[config.mk]
export PLATFORM = sky130hd
export DESIGN_NAME = issue_scoreboard_flat
export DESIGN_NICKNAME = d
export VERILOG_FILES = /design/src/rtl/issue_scoreboard_if.sv /design/src/rtl/issue_scoreboard.sv /design/src/flat_wrapper.sv
export SDC_FILE = /design/constraint.sdc
export NUM_CORES = 1
export LEC_CHECK = 0
export ABC_AREA = 1
export BUFFER_PORTS_ARGS = -buffer_cell sky130_fd_sc_hd__buf_4
export CAP_MARGIN = 20
export CELL_PAD_IN_SITES_DETAIL_PLACEMENT = 2
export CELL_PAD_IN_SITES_GLOBAL_PLACEMENT = 2
export CORE_ASPECT_RATIO = 0.8
export CORE_MARGIN = 2
export CORE_UTILIZATION = 26
export DETAILED_ROUTE_END_ITERATION = 16
export HOLD_SLACK_MARGIN = 0.03
export PLACE_DENSITY = 0.87
export SKIP_LAST_GASP = 1
export SYNTH_ARGS = -nofsm -noshare
export SYNTH_HDL_FRONTEND = slang
export SYNTH_SLANG_ARGS = --single-unit
[constraint.sdc]
create_clock -name clk -period 3.24 [get_ports clk]
set_input_delay 0.648 -clock clk [delete_from_list [all_inputs] [get_ports clk]]
set_output_delay 0.648 -clock clk [all_outputs]
set_load 0.03 [all_outputs]
[src/rtl/issue_scoreboard_if.sv]
// Decode-to-issue handshake, writeback/load completion returns, drain control and status.
// master drives decode-side inputs; slave is the scoreboard.
interface issue_scoreboard_if #(parameter int STALL_W = 16);
  logic               in_valid;
  logic [4:0]         in_rd;
  logic [4:0]         in_rs1;
  logic [4:0]         in_rs2;
  logic               in_rd_valid;
  logic               in_rs1_valid;
  logic               in_rs2_valid;
  logic               in_is_load;
  logic               in_ready;
  logic               issue;
  logic               wb_valid;
  logic [4:0]         wb_rd;
  logic               load_done;
  logic               drain_req;
  logic               drained;
  logic [31:0]        busy_mask;
  logic [2:0]         load_count;
  logic [STALL_W-1:0] stall_count;

  modport master (
    output in_valid, in_rd, in_rs1, in_rs2, in_rd_valid, in_rs1_valid, in_rs2_valid,
           in_is_load, wb_valid, wb_rd, load_done, drain_req,
    input  in_ready, issue, drained, busy_mask, load_count, stall_count
  );

  modport slave (
    input  in_valid, in_rd, in_rs1, in_rs2, in_rd_valid, in_rs1_valid, in_rs2_valid,
           in_is_load, wb_valid, wb_rd, load_done, drain_req,
    output in_ready, issue, drained, busy_mask, load_count, stall_count
  );
endinterface

[src/rtl/issue_scoreboard.sv]
// In-order issue gate: RAW/WAW scoreboard, outstanding-load limit, stall counter
// and a drain sequence that empties the pipeline for debug/CSR writes.
module issue_scoreboard #(
  parameter int MAX_LOADS = 2,
  parameter int STALL_W   = 16
) (
  input logic               clk,
  input logic               reset,
  issue_scoreboard_if.slave sb
);

  typedef enum logic [1:0] {RUN, DRAIN, DRAINED} state_t;

  state_t             state;
  logic [31:0]        busy_q;
  logic [2:0]         loads_q;
  logic [STALL_W-1:0] stall_q;
  logic               drained_q;

  logic [31:0] wb_clr;
  logic [31:0] eff;
  logic [31:0] rd_set;
  logic        hazard;
  logic        load_block;
  logic        ready;
  logic        fire;
  logic        empty;
  logic        load_inc;
  logic        load_dec;

  // A same-cycle writeback bypasses its register, so it is removed before the hazard check.
  always_comb begin
    // NOTE: every always_comb output gets a default first so no path can infer a latch.
    wb_clr = '0;
    if (sb.wb_valid) wb_clr[sb.wb_rd] = 1'b1;
    eff = busy_q & ~wb_clr;
  end

  always_comb begin
    hazard = (sb.in_rs1_valid && (sb.in_rs1 != 5'd0) && eff[sb.in_rs1]) ||
             (sb.in_rs2_valid && (sb.in_rs2 != 5'd0) && eff[sb.in_rs2]) ||
             (sb.in_rd_valid  && (sb.in_rd  != 5'd0) && eff[sb.in_rd]);
    load_block = sb.in_is_load && (loads_q == 3'(MAX_LOADS));
    ready      = !reset && (state == RUN) && !sb.drain_req && !hazard && !load_block;
    fire       = sb.in_valid && ready;
    empty      = (busy_q == '0) && (loads_q == '0) && !sb.wb_valid;
    load_inc   = fire && sb.in_is_load;
    load_dec   = sb.load_done && (loads_q != '0);
  end

  always_comb begin
    rd_set = '0;
    if (fire && sb.in_rd_valid && (sb.in_rd != 5'd0)) rd_set[sb.in_rd] = 1'b1;
  end

  always_ff @(posedge clk) begin
    // NOTE: sequential state uses non-blocking assignments so every flop samples pre-edge values.
    if (reset) begin
      state     <= RUN;
      busy_q    <= '0;
      loads_q   <= '0;
      stall_q   <= '0;
      drained_q <= 1'b0;
    end else begin
      // Set is OR'd after the clear so the newer instruction keeps ownership.
      busy_q <= (busy_q & ~wb_clr) | rd_set;

      if (load_inc && !load_dec)      loads_q <= loads_q + 3'd1;
      else if (load_dec && !load_inc) loads_q <= loads_q - 3'd1;

      if ((state == RUN) && sb.in_valid && !ready && (stall_q != '1))
        stall_q <= stall_q + 1'b1;

      case (state)
        RUN: begin
          if (sb.drain_req) state <= DRAIN;
        end
        DRAIN: begin
          if (!sb.drain_req) begin
            state <= RUN;
          end else if (empty) begin
            state     <= DRAINED;
            drained_q <= 1'b1;
          end
        end
        DRAINED: begin
          if (!sb.drain_req) begin
            state     <= RUN;
            drained_q <= 1'b0;
          end
        end
        default: begin
          state     <= RUN;
          drained_q <= 1'b0;
        end
      endcase
    end
  end

  assign sb.in_ready    = ready;
  assign sb.issue       = fire;
  assign sb.drained     = drained_q;
  assign sb.busy_mask   = busy_q;
  assign sb.load_count  = loads_q;
  assign sb.stall_count = stall_q;

endmodule

[src/flat_wrapper.sv]
// flat-port wrapper written by rule: the top's interface ports become plain ports
module issue_scoreboard_flat 
#(
  parameter int MAX_LOADS = 2,
  parameter int STALL_W   = 16
)
  (clk, reset, sb_in_valid, sb_in_rd, sb_in_rs1, sb_in_rs2, sb_in_rd_valid, sb_in_rs1_valid, sb_in_rs2_valid, sb_in_is_load, sb_wb_valid, sb_wb_rd, sb_load_done, sb_drain_req, sb_in_ready, sb_issue, sb_drained, sb_busy_mask, sb_load_count, sb_stall_count);
  issue_scoreboard_if #(.STALL_W(STALL_W)) sb_i ();
  input logic clk;
  input logic reset;
  input wire logic [$bits(sb_i.in_valid)-1:0] sb_in_valid;
  input wire logic [$bits(sb_i.in_rd)-1:0] sb_in_rd;
  input wire logic [$bits(sb_i.in_rs1)-1:0] sb_in_rs1;
  input wire logic [$bits(sb_i.in_rs2)-1:0] sb_in_rs2;
  input wire logic [$bits(sb_i.in_rd_valid)-1:0] sb_in_rd_valid;
  input wire logic [$bits(sb_i.in_rs1_valid)-1:0] sb_in_rs1_valid;
  input wire logic [$bits(sb_i.in_rs2_valid)-1:0] sb_in_rs2_valid;
  input wire logic [$bits(sb_i.in_is_load)-1:0] sb_in_is_load;
  input wire logic [$bits(sb_i.wb_valid)-1:0] sb_wb_valid;
  input wire logic [$bits(sb_i.wb_rd)-1:0] sb_wb_rd;
  input wire logic [$bits(sb_i.load_done)-1:0] sb_load_done;
  input wire logic [$bits(sb_i.drain_req)-1:0] sb_drain_req;
  output wire logic [$bits(sb_i.in_ready)-1:0] sb_in_ready;
  output wire logic [$bits(sb_i.issue)-1:0] sb_issue;
  output wire logic [$bits(sb_i.drained)-1:0] sb_drained;
  output wire logic [$bits(sb_i.busy_mask)-1:0] sb_busy_mask;
  output wire logic [$bits(sb_i.load_count)-1:0] sb_load_count;
  output wire logic [$bits(sb_i.stall_count)-1:0] sb_stall_count;
  assign sb_i.in_valid = sb_in_valid;
  assign sb_i.in_rd = sb_in_rd;
  assign sb_i.in_rs1 = sb_in_rs1;
  assign sb_i.in_rs2 = sb_in_rs2;
  assign sb_i.in_rd_valid = sb_in_rd_valid;
  assign sb_i.in_rs1_valid = sb_in_rs1_valid;
  assign sb_i.in_rs2_valid = sb_in_rs2_valid;
  assign sb_i.in_is_load = sb_in_is_load;
  assign sb_i.wb_valid = sb_wb_valid;
  assign sb_i.wb_rd = sb_wb_rd;
  assign sb_i.load_done = sb_load_done;
  assign sb_i.drain_req = sb_drain_req;
  assign sb_in_ready = sb_i.in_ready;
  assign sb_issue = sb_i.issue;
  assign sb_drained = sb_i.drained;
  assign sb_busy_mask = sb_i.busy_mask;
  assign sb_load_count = sb_i.load_count;
  assign sb_stall_count = sb_i.stall_count;
  issue_scoreboard #(.MAX_LOADS(MAX_LOADS), .STALL_W(STALL_W)) u_core (.clk(clk), .reset(reset), .sb(sb_i));
endmodule
-- Yosys cells after proc, flatten, opt, wreduce, memory -nomap -nowiden
Index checks and enable logic that the tools add are counted.
- register bits: 54
- logic and storage cells: 95
- bitwise operators: 4
- equal/unequal tests: 9
- add/subtract/negate cells: 3
- magnitude comparators: 6
- reduce and logical (&&, ||, !) cells: 45
- multiplexer cells: 23
- operators by type and width (cell ; number):
    32-bit 2-to-1 mux ; 2
    32-bit bitwise AND ; 1
    32-bit zero test ; 1
    32-bit inverter ; 1
    32-bit bitwise OR ; 1
    1-bit logical AND ; 25
    5-bit by 6-bit < comparator with 1-bit output, second input constant ; 4
    16-bit by 1-bit adder with 16-bit output, second input constant ; 1
    16-bit != test, second input constant ; 1
    1-bit binary-select mux with 5-bit select ; 3
    5-bit nonzero test ; 3
    1-bit demux with 5-bit select ; 2
    5-bit by 1-bit >= comparator with 1-bit output, second input constant ; 2
    1-bit zero test ; 8
    1-bit 2-to-1 mux ; 8
    2-bit 2-to-1 mux ; 4
    3-bit 2-to-1 mux ; 2
    2-bit != test, second input constant ; 3
    2-bit one-hot mux with 3 select lines ; 1
    4-bit AND reduction ; 1
    3-bit by 1-bit adder with 3-bit output, second input constant ; 1
    3-bit by 2-bit == test with 1-bit output, second input constant ; 1
    3-bit zero test ; 1
    3-bit by 2-bit != test with 1-bit output, second input constant ; 1
    other kinds (11) ; 12

-- Longest topological paths before layout
Gate-level depths: netlist of the first run.
- word-level depth: 21
- gate-level depth with buffers: 23

-- Least setup slack after synthesis of the first run
OpenSTA, ideal clock, no wires.
- path kind: input to register
- start: in sb_in_rs1[0]
- end: reg u_core.loads_q[2], in the netlist u_core.sb.load_count[2]
- stages on the path: 20
- slack: -0.044 ns
- arrival: 3.162 ns
- setup time: 0.122 ns
- path through: buf_2 clkinv_1 buf_2 nand3_1 nand3_1 nand3_1 nand3_1 nand2_1 nand2_1 nand3_1 nand3_4 buf_2 nor3b_1 ha_1 inv_1 fa_1 a21oi_1 o21ai_0 o21ai_0 a21oi_1
- cells in the longest elaborated chain, start to end: 13
- elaborated cells between the ends (all ways): 17
- those cells by class: 3 x mux; 14 x reduce/logical
- ends and longest elaborated chain (item ; RTL line ; RTL):
    start: declaration ; flat_wrapper.sv:13 ; input wire logic [$bits(sb_i.in_rs1)-1:0] sb_in_rs1;
    1-bit binary-select mux with 5-bit select or 5-bit nonzero test (tied branches) ; issue_scoreboard.sv:40 ; hazard = (sb.in_rs1_valid && (sb.in_rs1 != 5'd0) && eff[sb.in_rs1]) ||
    1-bit 2-to-1 mux (implied by the code) or 1-bit logical AND (tied branches) ; issue_scoreboard.sv:40 ;
    1-bit logical AND * ; issue_scoreboard.sv:40 ;
    1-bit logical OR * ; issue_scoreboard.sv:40 ;
    1-bit logical OR * ; issue_scoreboard.sv:41 ; (sb.in_rs2_valid && (sb.in_rs2 != 5'd0) && eff[sb.in_rs2]) ||
    1-bit zero test * ; issue_scoreboard.sv:44 ; ready = !reset && (state == RUN) && !sb.drain_req && !hazard && !load_block;
    1-bit logical AND * (2 in series) ; issue_scoreboard.sv:44 ;
    1-bit logical AND * ; issue_scoreboard.sv:45 ; fire = sb.in_valid && ready;
    1-bit logical AND * ; issue_scoreboard.sv:47 ; load_inc = fire && sb.in_is_load;
    1-bit zero test ; issue_scoreboard.sv:69 ; else if (load_dec && !load_inc) loads_q <= loads_q - 3'd1;
    1-bit logical AND ; issue_scoreboard.sv:69 ;
    2-bit nonzero test (no source line) ; n/a ;
    end signal: assignment ; issue_scoreboard.sv:68 ; if (load_inc && !load_dec) loads_q <= loads_q + 3'd1;
    end signal: assignment ; issue_scoreboard.sv:69 ;
    end: declaration ; issue_scoreboard.sv:16 ; logic [2:0] loads_q;
Mark *: on every way between the ends. The rest lies on a longest branch, timed or not. The select of a mux whose other input is x is not followed.
A chain may end at the register's enable or synchronous reset.

-- Final worst setup path of the first run
- start: in sb_wb_rd[3]
- end: reg u_core.loads_q[2], in the netlist u_core.sb.load_count[2]
- cells in the longest elaborated chain, start to end: 20
- elaborated cells between the ends (all ways): 29
- those cells by class: 2 x order compare; 10 x mux; 2 x bitwise; 15 x reduce/logical
- ends and longest elaborated chain (item ; RTL line ; RTL):
    start: declaration ; flat_wrapper.sv:20 ; input wire logic [$bits(sb_i.wb_rd)-1:0] sb_wb_rd;
    5-bit by 6-bit < comparator with 1-bit output (implied by the code) or 5-bit by 1-bit >= comparator with 1-bit output (tied branches) ; issue_scoreboard.sv:35 ; if (sb.wb_valid) wb_clr[sb.wb_rd] = 1'b1;
    1-bit logical AND (implied by the code) ; issue_scoreboard.sv:35 ;
    1-bit 2-to-1 mux (implied by the code) ; issue_scoreboard.sv:35 ;
    1-bit demux with 5-bit select * ; n/a ;
    32-bit 2-to-1 mux * ; issue_scoreboard.sv:35 ;
    32-bit inverter * ; issue_scoreboard.sv:36 ; eff = busy_q & ~wb_clr;
    32-bit bitwise AND * ; issue_scoreboard.sv:36 ;
    1-bit binary-select mux with 5-bit select (on tied branches) ; issue_scoreboard.sv:40, issue_scoreboard.sv:41 ;
    (+3 left out) ; n/a ;
    1-bit logical OR * ; issue_scoreboard.sv:41 ;
    1-bit zero test * ; issue_scoreboard.sv:44 ;
    1-bit logical AND * (2 in series) ; issue_scoreboard.sv:44 ;
    1-bit logical AND * ; issue_scoreboard.sv:45 ;
    1-bit logical AND * ; issue_scoreboard.sv:47 ;
    1-bit zero test ; issue_scoreboard.sv:69 ;
    1-bit logical AND ; issue_scoreboard.sv:69 ;
    2-bit nonzero test (no source line) ; n/a ;
Marked as above.

==> metrics.csv, run 1 <==
stage,metric,value,unit
floorplan,core region area,15100,um2
worst_setup_path,Arrival @ worst endpoint,3.89,ns
power_and_ir_drop,Internal,0.00120,W
finish,Layout area overhead,61.8,%
cts,clock buffer depth,2,
worst_setup_path,Worst setup EP type,register,
timing,RSZ-0062 raised after global routing,yes,
grt,largest net degree at the start of global routing,51,
synthesis,Commonest cells post-synth,"171 x nand2_1, 130 x nand3_1, 55 x nor2_1",
routing,DRC viols,0,
timing,Tcrit/Tclk final,114,%
synthesis,average cell area after synthesis,6.08,um2
worst_setup_path,crit path max fanout,4,
routing,DR vias/cell,6.19,
worst_setup_path,kind of cell adding the most delay to the critical path,simple AND/OR/NAND/NOR gates,
floorplan,Ports,84,
hold_path,worst hold path type,register to register,
grt,global-route wire length before repair,41400,um
power_and_ir_drop,switching share of power,39.5,%
floorplan,# rows,40,
power_and_ir_drop,P_leak,2.78,nW
placement,Detailed Place HPWL,18300,um
timing,hold slack,0.527,ns
cts,clock transition at the registers of the reported paths,0.08,ns
cts,CTS tree,yes,
floorplan,Starting Density,26.7,%
finish,final net count,867,
synthesis,async set-reset flop share out of synthesis,0,%
timing,Final Max Slew Viols,0,
routing,antenna-violating nets left,0,
routing,Total Wirelength,33400,um
cts,CTS sink cnt,54,
power_and_ir_drop,Sw Pwr,0.000785,W
grt,GR Util All Layers,33.6,%
synthesis,"Distinct cells, synth",32,
worst_setup_path,crit start category,input port,
routing,1st-pass router iterations,5,
timing,Least-Margin Pin Slew,0.713,ns
finish,Non-Filler Instances,1047,
power_and_ir_drop,maximum VDD drop,0.362,mV
synthesis,Yosys warning total,0,
timing,Final Hold Violating Endpoints,0,
timing,Slew Limit Headroom,52.1,%
synthesis,Synthesized Nets,696,
worst_setup_path,worst path required time,3.44,ns
cts,Inserted Clock Buffers,5,
finish,share of layout cells above drive strength 1,40.6,%
worst_setup_path,slowest cell on the critical path,fa_2,
floorplan,Die ar.,16500,um2
placement,gp weighted congestion,0.981,
synthesis,register area share after synthesis,26.8,%
grt,grt total ovfl,0,
worst_setup_path,CP peak stage delay,0.42,ns
cts,clock root buffer,clkbuf_16,
power_and_ir_drop,sequential share of power,35.9,%
synthesis,"FF+latch count, synth",54,
synthesis,Area contributors post-synth,"dfxtp_1 27%, nand3_1 16%, nand2_1 16%, nand4_1 8.2%, a21oi_1 6.3%",
timing,final worst slack,-0.453,ns
worst_setup_path,CP Class,input port to register,
synthesis,Synth top area share,26.8,%
synthesis,synthesized area,4030,um2
timing,Setup Skew,0.0161,ns
power_and_ir_drop,Clk pwr share,30.0,%
placement,Buffers on Ports,83,
floorplan,chip width,143,um
timing,f_max,271,MHz
power_and_ir_drop,pwr dens,304,nW/um2
cts,H-tree lvl count,2,
worst_setup_path,CP cell instances,"buf_4, inv_4, nand2_2, nor2_4, buf_12, nand2_4, nand3_1, nand3_1, nand3_1, nand3_1, nand2_1, nand2_1, nand3_2, nand3_4, nor3b_4, ha_2, inv_4, fa_2, a21oi_2, o21ai_2, o21ai_1, a21oi_1",
worst_setup_path,CP bufs+invs,4,
timing,Final setup viols,16,
worst_setup_path,Worst path most repeated cell,nand3_1,
grt,initial antenna violation count,1,
placement,post-placement cell count,1006,
finish,layout filler cell count,1775,
synthesis,"EDFF count, synth",0,
synthesis,Mapped Cells,663,
outcome,failing checks,negative setup slack,
routing,Iter 0 DRT Violations,782,
outcome,status,finished with violations,
synthesis,"Top FF cell, synth",dfxtp_1,
cts,CTS Hold Bufs,0,
routing,via count,6486,
synthesis,Synth area leader,dfxtp_1,
job,maxcap violations,0,
synthesis,most common cell in the synthesized netlist,nand2_1,
grt,vias in the first global route,6614,
floorplan,die height,115,um
cts,later-pin clock latency in the skew report,0.34,ns
power_and_ir_drop,combinational share of power,34.0,%
routing,DR WL/cell,31.9,um
timing,Tmin final,3.69,ns
## final cells by class
cell class | instances | area [um2] | area share [%]
multi-input cells | 531 | 3240 | 49.6
repair buffers | 191 | 1580 | 24.3
flip-flops and latches | 54 | 1080 | 16.6
well taps | 210 | 263 | 4.03
inverters | 51 | 214 | 3.28
clock buffers | 6 | 129 | 1.98
clock inverters | 2 | 13.8 | 0.211
diodes | 2 | 5.00 | 0.0767
## worst min-delay path, stage by stage, from the launching register on
cell	delay [ns]
dfxtp_1	0.35
nand2_1	0.08
a21oi_1	0.06
## per-stage QoR
stage | utilization (%) | setup TNS [ns] | setup slack [ns] | instance area [um2] | power, W
floorplan | - | 0 | 0.00333 | 4050 | 0.000991
global placement | 35.8 | -1.07 | -0.524 | 5410 | 0.00120
detailed placement | 35.8 | -3.18 | -0.642 | 5410 | 0.00122
CTS | 38.5 | 0 | 0.00133 | 5810 | 0.00180
global route | 43.1 | -2.73 | -0.494 | 6520 | 0.00203
finish | 43.2 | -1.83 | -0.453 | 6530 | 0.00199
## power by group through the flow
| stage | clock (W) | combinational (W) | sequential, W |
|---|---|---|---|
| final | 0.000597 | 0.000676 | 0.000713 |
| after global routing | 0.000611 | 0.000701 | 0.000714 |
| after CTS | 0.000560 | 0.000527 | 0.000709 |
| after detailed placement | 0 | 0.000494 | 0.000724 |
| after global placement | 0 | 0.000475 | 0.000723 |
| after floorplan | 0 | 0.000238 | 0.000753 |
## layer usage
metal	up-vias	GRT usage, %	wire (um)
met5	-	0	0
met4	0	19.3	2190
met3	165	6.49	3160
met2	477	53.1	15000
met1	3228	43.3	13000
li1	2616	-	-
## registers in the layout, summed over array words and instances, names as in the netlist
signal	flops
u_core.sb.busy_mask	32
u_core.sb.drained	1
u_core.sb.load_count	3
u_core.sb.stall_count	16
u_core.state	2
## kinds of logic (layout without fill, tap and decap cells)
family,after synthesis,count (layout),synth area share [%]
other cells,0,2,0
buf+inv,78,250,8.37
flops,54,54,26.8
xor+xnor,14,14,3.04
compound gates,66,66,8.41
fa+ha+maj,3,3,1.12
simple gates,448,448,52.3
## timing repair
action / in CTS / in global routing
pin swaps: 10 / 37
setup endpoints to repair: 4 / 16
resized for setup: 65 / 131
buffers inserted: 8 / 23
## cells in the final DEF (no fill, tap or decap), types with 2 or more instances in the layout
| cell | Yosys | layout |
|---|---|---|
| a21oi_1 | 51 | 50 |
| buf_12 | 0 | 6 |
| buf_4 | 0 | 167 |
| buf_6 | 4 | 16 |
| buf_8 | 0 | 2 |
| clkbuf_16 | 0 | 5 |
| clkinv_1 | 4 | 2 |
| clkinv_2 | 0 | 3 |
| dfxtp_1 | 54 | 54 |
| diode_2 | 0 | 2 |
| inv_1 | 45 | 39 |
| inv_2 | 2 | 2 |
| inv_4 | 0 | 5 |
| nand2_1 | 171 | 108 |
| nand2_2 | 2 | 40 |
| nand2_4 | 0 | 24 |
| nand3_1 | 130 | 89 |
| nand3_2 | 1 | 39 |
| nand3_4 | 2 | 5 |
| nand4_1 | 53 | 53 |
| nor2_1 | 55 | 50 |
| nor2_2 | 3 | 2 |
| nor2_4 | 3 | 9 |
| nor3_1 | 12 | 11 |
| nor4_1 | 9 | 9 |
| o21ai_0 | 8 | 4 |
| o21ai_1 | 4 | 3 |
| o21ai_2 | 0 | 4 |
| or4_1 | 4 | 4 |
| xnor2_1 | 6 | 6 |
| xor2_1 | 8 | 8 |
## worst paths after layout
check	start	to	slack, ns	cells after the start
setup / recovery	sb_wb_rd[3]	u_core.sb.load_count[2]$_SDFFE_PP0P_	-0.45	22
setup reg to reg	u_core.sb.busy_mask[7]$_SDFF_PP0_	u_core.sb.load_count[2]$_SDFFE_PP0P_	0.02	18
hold reg to reg	u_core.sb.stall_count[14]$_SDFFE_PP0P_	u_core.sb.stall_count[14]$_SDFFE_PP0P_	0.53	2
hold / removal	u_core.sb.stall_count[14]$_SDFFE_PP0P_	u_core.sb.stall_count[14]$_SDFFE_PP0P_	0.53	2
Power figures use the tool's default switching activity.
==> run 2, diff against run 1 <==
- ABC_AREA: 1 -> not set
- CORE_UTILIZATION: 26 -> 29
- PLACE_DENSITY: 0.87 -> 0.88
==> run 2 against run 1 <==
The flow still finishes with violations (negative setup slack); sequential power rose by 1%; core utilization rose by 4.6 points; hold slack improved by 0.012 ns; sequential cell count did not move; non-clock buffer count rose by 31; combinational power fell by 3%; clock skew fell by 0.0088 ns; wire length fell by 12%; via count fell by 12%; fmax fell by 8.8%; die area fell by 14%; synthesized cell count fell by 28%; critical path type is now input port to output pin; largest power group unchanged; highest routed layer unchanged.
==> metrics.csv, run 2 <==
stage,metric,value,unit,change
outcome,status,finished with violations,,
outcome,failing checks,negative setup slack,,
grt,initial antenna violation count,0,,-1
timing,Final setup viols,50,,+34
finish,"Design Area, Final",6140,um2,-5.9%
placement,Detailed Place HPWL,17900,um,-2.3%
synthesis,"FF+latch count, synth",54,,unchanged
synthesis,largest family of logic cells by synthesized area,simple AND/OR/NAND/NOR gates,,
synthesis,Mapped Cells,477,,-28%
finish,"most common cell after layout, fill and taps aside",buf_4,,
finish,final net count,708,,-18%
worst_setup_path,RR Startpoint,u_core.sb.busy_mask[31]$_SDFF_PP0_,,
worst_setup_path,crit path max fanout,9,,+5
power_and_ir_drop,maximum VDD drop,0.328,mV,-9.5%
synthesis,"Top FF cell, synth",dfxtp_1,,
worst_setup_path,cells on worst reg2reg path,14,,-4
worst_setup_path,Worst setup EP type,output pin,,
floorplan,# rows,37,,-7.5%
floorplan,Die ar.,14100,um2,-14%
timing,Setup Skew,0.00733,ns,-0.00875 ns
synthesis,Area contributors post-synth,"dfxtp_1 28%, nor2_1 4.5%, mux2_2 3.5%, nor2b_1 3.4%, mux2i_1 3.4%",,
finish,share of layout cells above drive strength 1,46.6,%,+6.0 points
timing,Slew Limit Headroom,17.7,%,-34 points
cts,Inserted Clock Buffers,5,,unchanged
placement,Buffers on Ports,83,,unchanged
finish,max reg flops,32,,unchanged
routing,via count,5687,,-12%
timing,Final Hold Violating Endpoints,0,,unchanged
job,maxcap violations,0,,unchanged
floorplan,core region area,12900,um2,-15%
worst_setup_path,crit start category,input port,,
cts,CTS tree,yes,,
synthesis,average cell area after synthesis,8.02,um2,+32%
grt,grt total ovfl,0,,unchanged
placement,gp weighted congestion,0.980,,about the same
synthesis,async set-reset flop share out of synthesis,0,%,unchanged
placement,Post-DP Area,5590,um2,+3.2%
floorplan,chip width,132,um,-7.6%
power_and_ir_drop,P_leak,2.43,nW,-13%
finish,layout filler cell count,1428,,-20%
timing,final worst slack,-0.811,ns,-0.358 ns
synthesis,Synth Area in Simple Gates,31.3,%,-21 points
timing,Tcrit/Tclk final,125,%,+11 points
synthesis,Synthesized Nets,510,,-27%
synthesis,xor and xnor area share after synthesis,0.686,%,-2.4 points
synthesis,Synth Area in Adders,1.18,%,+0.060 points
grt,GR Util All Layers,37.9,%,+4.2 points
routing,antenna-violating nets left,0,,unchanged
cts,clock transition at the registers of the reported paths,0.07,ns,about the same
hold_path,hold path startpoint,u_core.sb.drained$_SDFFE_PP0P_,,
timing,Least-Margin Pin Slew,1.22,ns,+0.505 ns
finish,Layout area overhead,60.5,%,
cts,H-tree lvl count,2,,unchanged
timing,Final Max Slew Viols,0,,unchanged
routing,DRC viols,0,,unchanged
routing,DR vias/cell,6.68,,+7.9%
routing,1st-pass router iterations,5,,unchanged
cts,clock root buffer,clkbuf_16,,
worst_setup_path,Arrival @ worst endpoint,3.40,ns,-0.49 ns
hold_path,WHS Endpoint,u_core.sb.drained$_SDFFE_PP0P_,,
synthesis,most common cell in the synthesized netlist,dfxtp_1,,
timing,Tmin final,4.05,ns,+0.358 ns
worst_setup_path,flop2flop setup slack,-0.26,ns,-0.28 ns
cts,clock buffer depth,2,,unchanged
timing,f_max,247,MHz,-8.8%
finish,footprint of the multi-input gates,2850,um2,-12%
synthesis,Synth top area share,28.2,%,+1.4 points
synthesis,Compound-Gate Fraction of Synth Area,24.5,%,+16 points
timing,Setup TNS,-13.84,ns,-12.01 ns
finish,most frequent cells in the layout,"203 x buf_4, 54 x dfxtp_1, 45 x nor2_1",,
cts,CTS sink cnt,54,,unchanged
synthesis,synthesized area,3830,um2,-5.1%
floorplan,Starting Density,29.7,%,+3.1 points
grt,vias in the first global route,5974,,-9.7%
cts,later-pin clock latency in the skew report,0.32,ns,-0.02 ns
worst_setup_path,worst path required time,2.59,ns,-0.85 ns
grt,largest net degree at the start of global routing,82,,+61%
worst_setup_path,CP Class,input port to output pin,,
finish,# diodes,0,,-2
worst_setup_path,Setup crit start,sb_wb_valid,,
worst_setup_path,R2R Path End,u_core.sb.load_count[2]$_SDFFE_PP0P_,,
hold_path,hold path depth,2,,unchanged
synthesis,Synth area leader,dfxtp_1,,
synthesis,"EDFF count, synth",0,,unchanged
synthesis,mux cell area share after synthesis,9.58,%,+9.6 points
timing,RSZ-0062 raised after global routing,yes,,
floorplan,Ports,84,,unchanged
routing,Iter 0 DRT Violations,520,,-34%
synthesis,"Distinct cells, synth",70,,+120%
synthesis,Commonest cells post-synth,"54 x dfxtp_1, 46 x nor2_1, 32 x nand2_1",,
finish,Register Area,1080,um2,unchanged
hold_path,worst hold path type,register to register,,
floorplan,die height,107,um,-7.5%
synthesis,register area share after synthesis,28.2,%,+1.4 points
finish,final core area utilization,47.7,%,+4.6 points
synthesis,Yosys warning total,0,,unchanged
power_and_ir_drop,pwr dens,333,nW/um2,+9.3%
grt,global-route wire length before repair,39900,um,-3.7%
routing,Total Wirelength,29300,um,-12%
cts,CTS Hold Bufs,0,,unchanged
routing,DR WL/cell,34.4,um,+7.9%
==> run 2: changes by cell type in the layout (fill, tap and decap cells not counted), moves of 16 or more <==
cell / delta
a21oi_1: -40
nand3_1: -77
inv_1: -29
nor2b_1: +16
o22ai_1: +16
buf_4: +36
nand2_4: -23
nand4_1: -41
nand2_1: -77
nand2_2: -40
nand3_2: -37
==> run 2: report_power, final <==
group          switching (W)  internal [W]  total, W
Clock               0.000297      0.000367  0.000664
Combinational       0.000397      0.000259  0.000656
Sequential         0.0000381      0.000685  0.000723
Total               0.000732       0.00131   0.00204
==> run 2: through the flow <==
stage | hold slack [ns] | setup WS [ns] | power (W) | cells
5_1_grt | 0.570 | -0.797 | 0.00208 | 851
6_report | 0.538 | -0.811 | 0.00204 | 851
3_5_place_dp | 0.529 | -0.985 | 0.00128 | 835
4_1_cts | 0.544 | -0.552 | 0.00196 | 846
2_1_floorplan | 0.462 | -0.417 | 0.000992 | 477
3_3_place_gp | 0.481 | -0.757 | 0.00123 | 835
==> run 2: cell type report <==
type | instances | share of cell area (%)
Sequential cell | 54 | 17.6
Clock inverter | 2 | 0.611
Multi-Input combinational cell | 380 | 46.5
Timing Repair Buffer | 222 | 28.9
Clock buffer | 6 | 2.10
Tap cell | 175 | 3.56
Inverter | 12 | 0.774
==> run 2: how the worst max path moves through the flow <==
stage / endpoint / cells past startpoint
detailed placement: u_core.sb.load_count[2]$_SDFFE_PP0P_ / 17
global placement: u_core.sb.load_count[2]$_SDFFE_PP0P_ / 17
floorplan: u_core.sb.load_count[2]$_SDFFE_PP0P_ / 16
finish: sb_issue / 14
CTS: u_core.sb.load_count[2]$_SDFFE_PP0P_ / 17
global route: u_core.sb.load_count[2]$_SDFFE_PP0P_ / 17
==> run 2: cell families (layout without fill, tap and decap cells) <==
logic type	after synthesis	count (layout)
buf+inv	43	242
flops	54	54
simple gates	215	215
mux	31	31
xor+xnor	3	3
compound gates	128	128
fa+ha+maj	3	3
==> run 2: what timing repair did <==
action	in CTS	in global routing
buffers inserted	3	7
endpoints found under the hold margin	0	0
pin swaps	4	9
gates cloned	0	0
gates resized for setup	39	41
setup endpoints to repair	40	36
==> run 2: routing by layer <==
| layer | vias to the layer above | routed length [um] | GRT usage, % |
|---|---|---|---|
| li1 | 2230 | - | - |
| met1 | 2848 | 11400 | 45.4 |
| met2 | 424 | 13000 | 62.0 |
| met3 | 185 | 2730 | 9.83 |
| met4 | 0 | 2150 | 21.2 |
| met5 | - | 0 | 0 |
==> run 2: worst max-delay path, stage by stage <==
cell and delay, ns:
buf_4 0.14, nand4_1 0.10, buf_4 0.20, o21ai_1 0.43
o32ai_1 0.20, nor4_1 0.43, o211ai_1 0.22, a32oi_2 0.29
nand3_2 0.16, inv_4 0.08, buf_4 0.11, buf_8 0.11
and2_4 0.14, buf_6 0.12
==> run 3, diff against run 2 <==
- CELL_PAD_IN_SITES_DETAIL_PLACEMENT: 2 -> 1
==> run 3 against run 2 <==
The run still ends with negative setup slack left; clock skew is 0.0018 ns lower; via count is 15% lower; critical endpoint is now u_core.sb.load_count[2]$_SDFFE_PP0P_; setup slack better by 0.32 ns; non-clock buffer count is 1 higher; clock power is 8.1% lower; first-iteration DRC count is 16% lower; sequential cell count stayed put; global-route usage is 11 points lower; sequential power hardly changed; hold slack worse by 0.022 ns; die area stayed put; clock-buffer cell count is 2 higher.
==> metrics.csv, run 3 (synthesis gave the netlist of run 2 again) <==
stage,metric,value,unit,change
timing,RSZ-0062 raised after global routing,yes,,
power_and_ir_drop,sequential share of power,37.6,%,+2.2 points
timing,Final Max Slew Viols,0,,unchanged
floorplan,# rows,37,,unchanged
finish,"Design Area, Final",6020,um2,-2.0%
worst_setup_path,worst path required time,3.47,ns,+0.88 ns
finish,max reg flops,32,,unchanged
cts,clock transition at the registers of the reported paths,0.07,ns,about the same
timing,Slew Limit Headroom,22.9,%,+5.2 points
routing,M1 wire length,8980,um,-21%
placement,Detailed Place HPWL,15000,um,-16%
routing,DR vias/cell,5.68,,-15%
finish,"most common cell after layout, fill and taps aside",buf_4,,
cts,clock buffer depth,2,,unchanged
floorplan,chip width,132,um,unchanged
grt,GR Util All Layers,26.5,%,-11 points
routing,via count,4838,,-15%
cts,clock root buffer,clkbuf_16,,
cts,later-pin clock latency in the skew report,0.30,ns,-0.02 ns
floorplan,Starting Density,29.7,%,unchanged
timing,Tcrit/Tclk final,115,%,-10 points
power_and_ir_drop,P_leak,2.40,nW,-0.88%
finish,share of layout cells above drive strength 1,43.7,%,-2.9 points
routing,antenna-violating nets left,0,,unchanged
timing,final worst slack,-0.487,ns,+0.324 ns
floorplan,die height,107,um,unchanged
worst_setup_path,RR Startpoint,u_core.sb.busy_mask[26]$_SDFF_PP0_,,
outcome,status,finished with violations,,
grt,global-route wire length before repair,29000,um,-27%
worst_setup_path,CP Class,input port to register,,
hold_path,hold path startpoint,u_core.state[1]$_SDFFE_PP0P_,,
finish,final net count,709,,+0.14%
cts,H-tree lvl count,2,,unchanged
hold_path,worst hold path type,register to register,,
hold_path,WHS Endpoint,u_core.state[0]$_SDFFE_PP0P_,,
worst_setup_path,cells on worst reg2reg path,15,,+1
routing,1st-pass router iterations,5,,unchanged
timing,Tmin final,3.73,ns,-0.324 ns
timing,hold slack,0.516,ns,-0.0224 ns
grt,vias in the first global route,4992,,-16%
routing,routed length on met2,8670,um,-33%
timing,Setup Skew,0.00555,ns,-0.00178 ns
grt,largest net degree at the start of global routing,82,,unchanged
finish,# diodes,0,,unchanged
finish,Non-Filler Instances,852,,+0.12%
cts,CTS Hold Bufs,0,,unchanged
power_and_ir_drop,switching share of power,32.5,%,-3.3 points
cts,CTS tree,yes,,
worst_setup_path,Setup crit start,sb_wb_rd[4],,
worst_setup_path,crit path max fanout,7,,-2
finish,layout filler cell count,1565,,+9.6%
worst_setup_path,Arrival @ worst endpoint,3.96,ns,+0.56 ns
finish,most frequent cells in the layout,"210 x buf_4, 54 x dfxtp_1, 46 x nor2_1",,
routing,top sig layer,met4,,
worst_setup_path,flop2flop setup slack,-0.03,ns,+0.23 ns
power_and_ir_drop,maximum VDD drop,0.220,mV,-33%
timing,Final Hold Violating Endpoints,0,,unchanged
floorplan,Die ar.,14100,um2,unchanged
worst_setup_path,R2R Path End,u_core.sb.load_count[2]$_SDFFE_PP0P_,,
floorplan,Ports,84,,unchanged
job,maxcap violations,0,,unchanged
grt,grt total ovfl,0,,unchanged
placement,gp weighted congestion,0.980,,unchanged
cts,CTS sink cnt,54,,unchanged
finish,Layout area overhead,57.3,%,
floorplan,core region area,12900,um2,unchanged
timing,f_max,268,MHz,+8.7%
routing,Total Wirelength,19100,um,-35%
power_and_ir_drop,Internal,0.00130,W,-1.0%
timing,Least-Margin Pin Slew,1.15,ns,-0.0729 ns
hold_path,hold path depth,1,,-1
power_and_ir_drop,Sw Pwr,0.000624,W,-15%
placement,Buffers on Ports,83,,unchanged
timing,Final setup viols,22,,-56%
placement,post-placement cell count,835,,unchanged
power_and_ir_drop,pwr dens,319,nW/um2,-4.0%
outcome,failing checks,negative setup slack,,
grt,initial antenna violation count,0,,unchanged
worst_setup_path,crit start category,input port,,
worst_setup_path,Worst setup EP type,register,,
routing,DR WL/cell,22.4,um,-35%
placement,Post-DP Area,5590,um2,unchanged
routing,Iter 0 DRT Violations,439,,-16%
cts,Inserted Clock Buffers,5,,unchanged
power_and_ir_drop,combinational share of power,30.7,%,-1.4 points
power_and_ir_drop,Clk pwr share,31.7,%,-0.8 points
routing,metal3 WL,1110,um,-59%
routing,DRC viols,0,,unchanged
run 3: changes by cell type in the layout (fill, tap and decap cells not counted), sizes merged:
cell / delta
buf: +1
clkbuf: +2
bufinv: -1
clkinvlp: -1
run 3: worst max-delay path by stage:
stage               depth (start not counted)                                   end  slack, ns
global route                               16  u_core.sb.load_count[2]$_SDFFE_PP0P_      -0.60
global placement                           17  u_core.sb.load_count[2]$_SDFFE_PP0P_      -0.76
CTS                                        16  u_core.sb.load_count[2]$_SDFFE_PP0P_      -0.41
detailed placement                         17  u_core.sb.load_count[2]$_SDFFE_PP0P_      -0.86
floorplan                                  16  u_core.sb.load_count[2]$_SDFFE_PP0P_      -0.42
finish                                     16  u_core.sb.load_count[2]$_SDFFE_PP0P_      -0.49
run 3: per-stage QoR:
step / util (%) / setup TNS (ns) / total power [W] / worst slack [ns]
after floorplan: - / -0.613 / 0.000992 / -0.417
after global placement: 43.4 / -12.82 / 0.00123 / -0.757
after detailed placement: 43.4 / -14.15 / 0.00126 / -0.864
after CTS: 46.3 / -1.74 / 0.00189 / -0.408
after global routing: 46.8 / -5.13 / 0.00199 / -0.598
final: 46.8 / -3.36 / 0.00192 / -0.487
run 3: final cells by class:
class	count	area, um2	area share (%)
Multi-Input combinational cell	380	2760	45.8
Timing Repair Buffer	223	1750	29.0
Sequential cell	54	1080	18.0
Tap cell	175	219	3.64
Clock buffer	8	166	2.76
Inverter	12	47.5	0.790
run 3: routing by layer:
metal | up-vias | global-route usage [%]
li1 | 2228 | -
met1 | 2398 | 37.6
met2 | 183 | 42.7
met3 | 29 | 3.92
met4 | 0 | 5.30
met5 | - | 0
run 3: power by group through the flow:
stage | logic, W | clock network, W | registers, W
after CTS | 0.000563 | 0.000605 | 0.000720
after detailed placement | 0.000524 | 0 | 0.000735
after global placement | 0.000503 | 0 | 0.000732
after floorplan | 0.000228 | 0 | 0.000764
final | 0.000590 | 0.000610 | 0.000722
after global routing | 0.000629 | 0.000632 | 0.000724
run 3: repair_timing:
| action | in CTS | in global routing |
|---|---|---|
| pin swaps | 4 | 14 |
| setup endpoints to repair | 26 | 34 |
| resized for setup | 35 | 13 |
| buffers inserted | 9 | 4 |
run 3: critical path, stage by stage:
cell and delay (ns):
buf_8 0.11, or4b_4 0.63, o21ai_4 0.24, o22ai_1 0.10
nor3_1 0.20, nand4_1 0.16, a41oi_2 0.28, nand3_2 0.15
inv_4 0.08, and3_4 0.18, ha_4 0.13, inv_2 0.04
fa_2 0.35, xor2_2 0.16, or3_4 0.37, a21oi_2 0.13
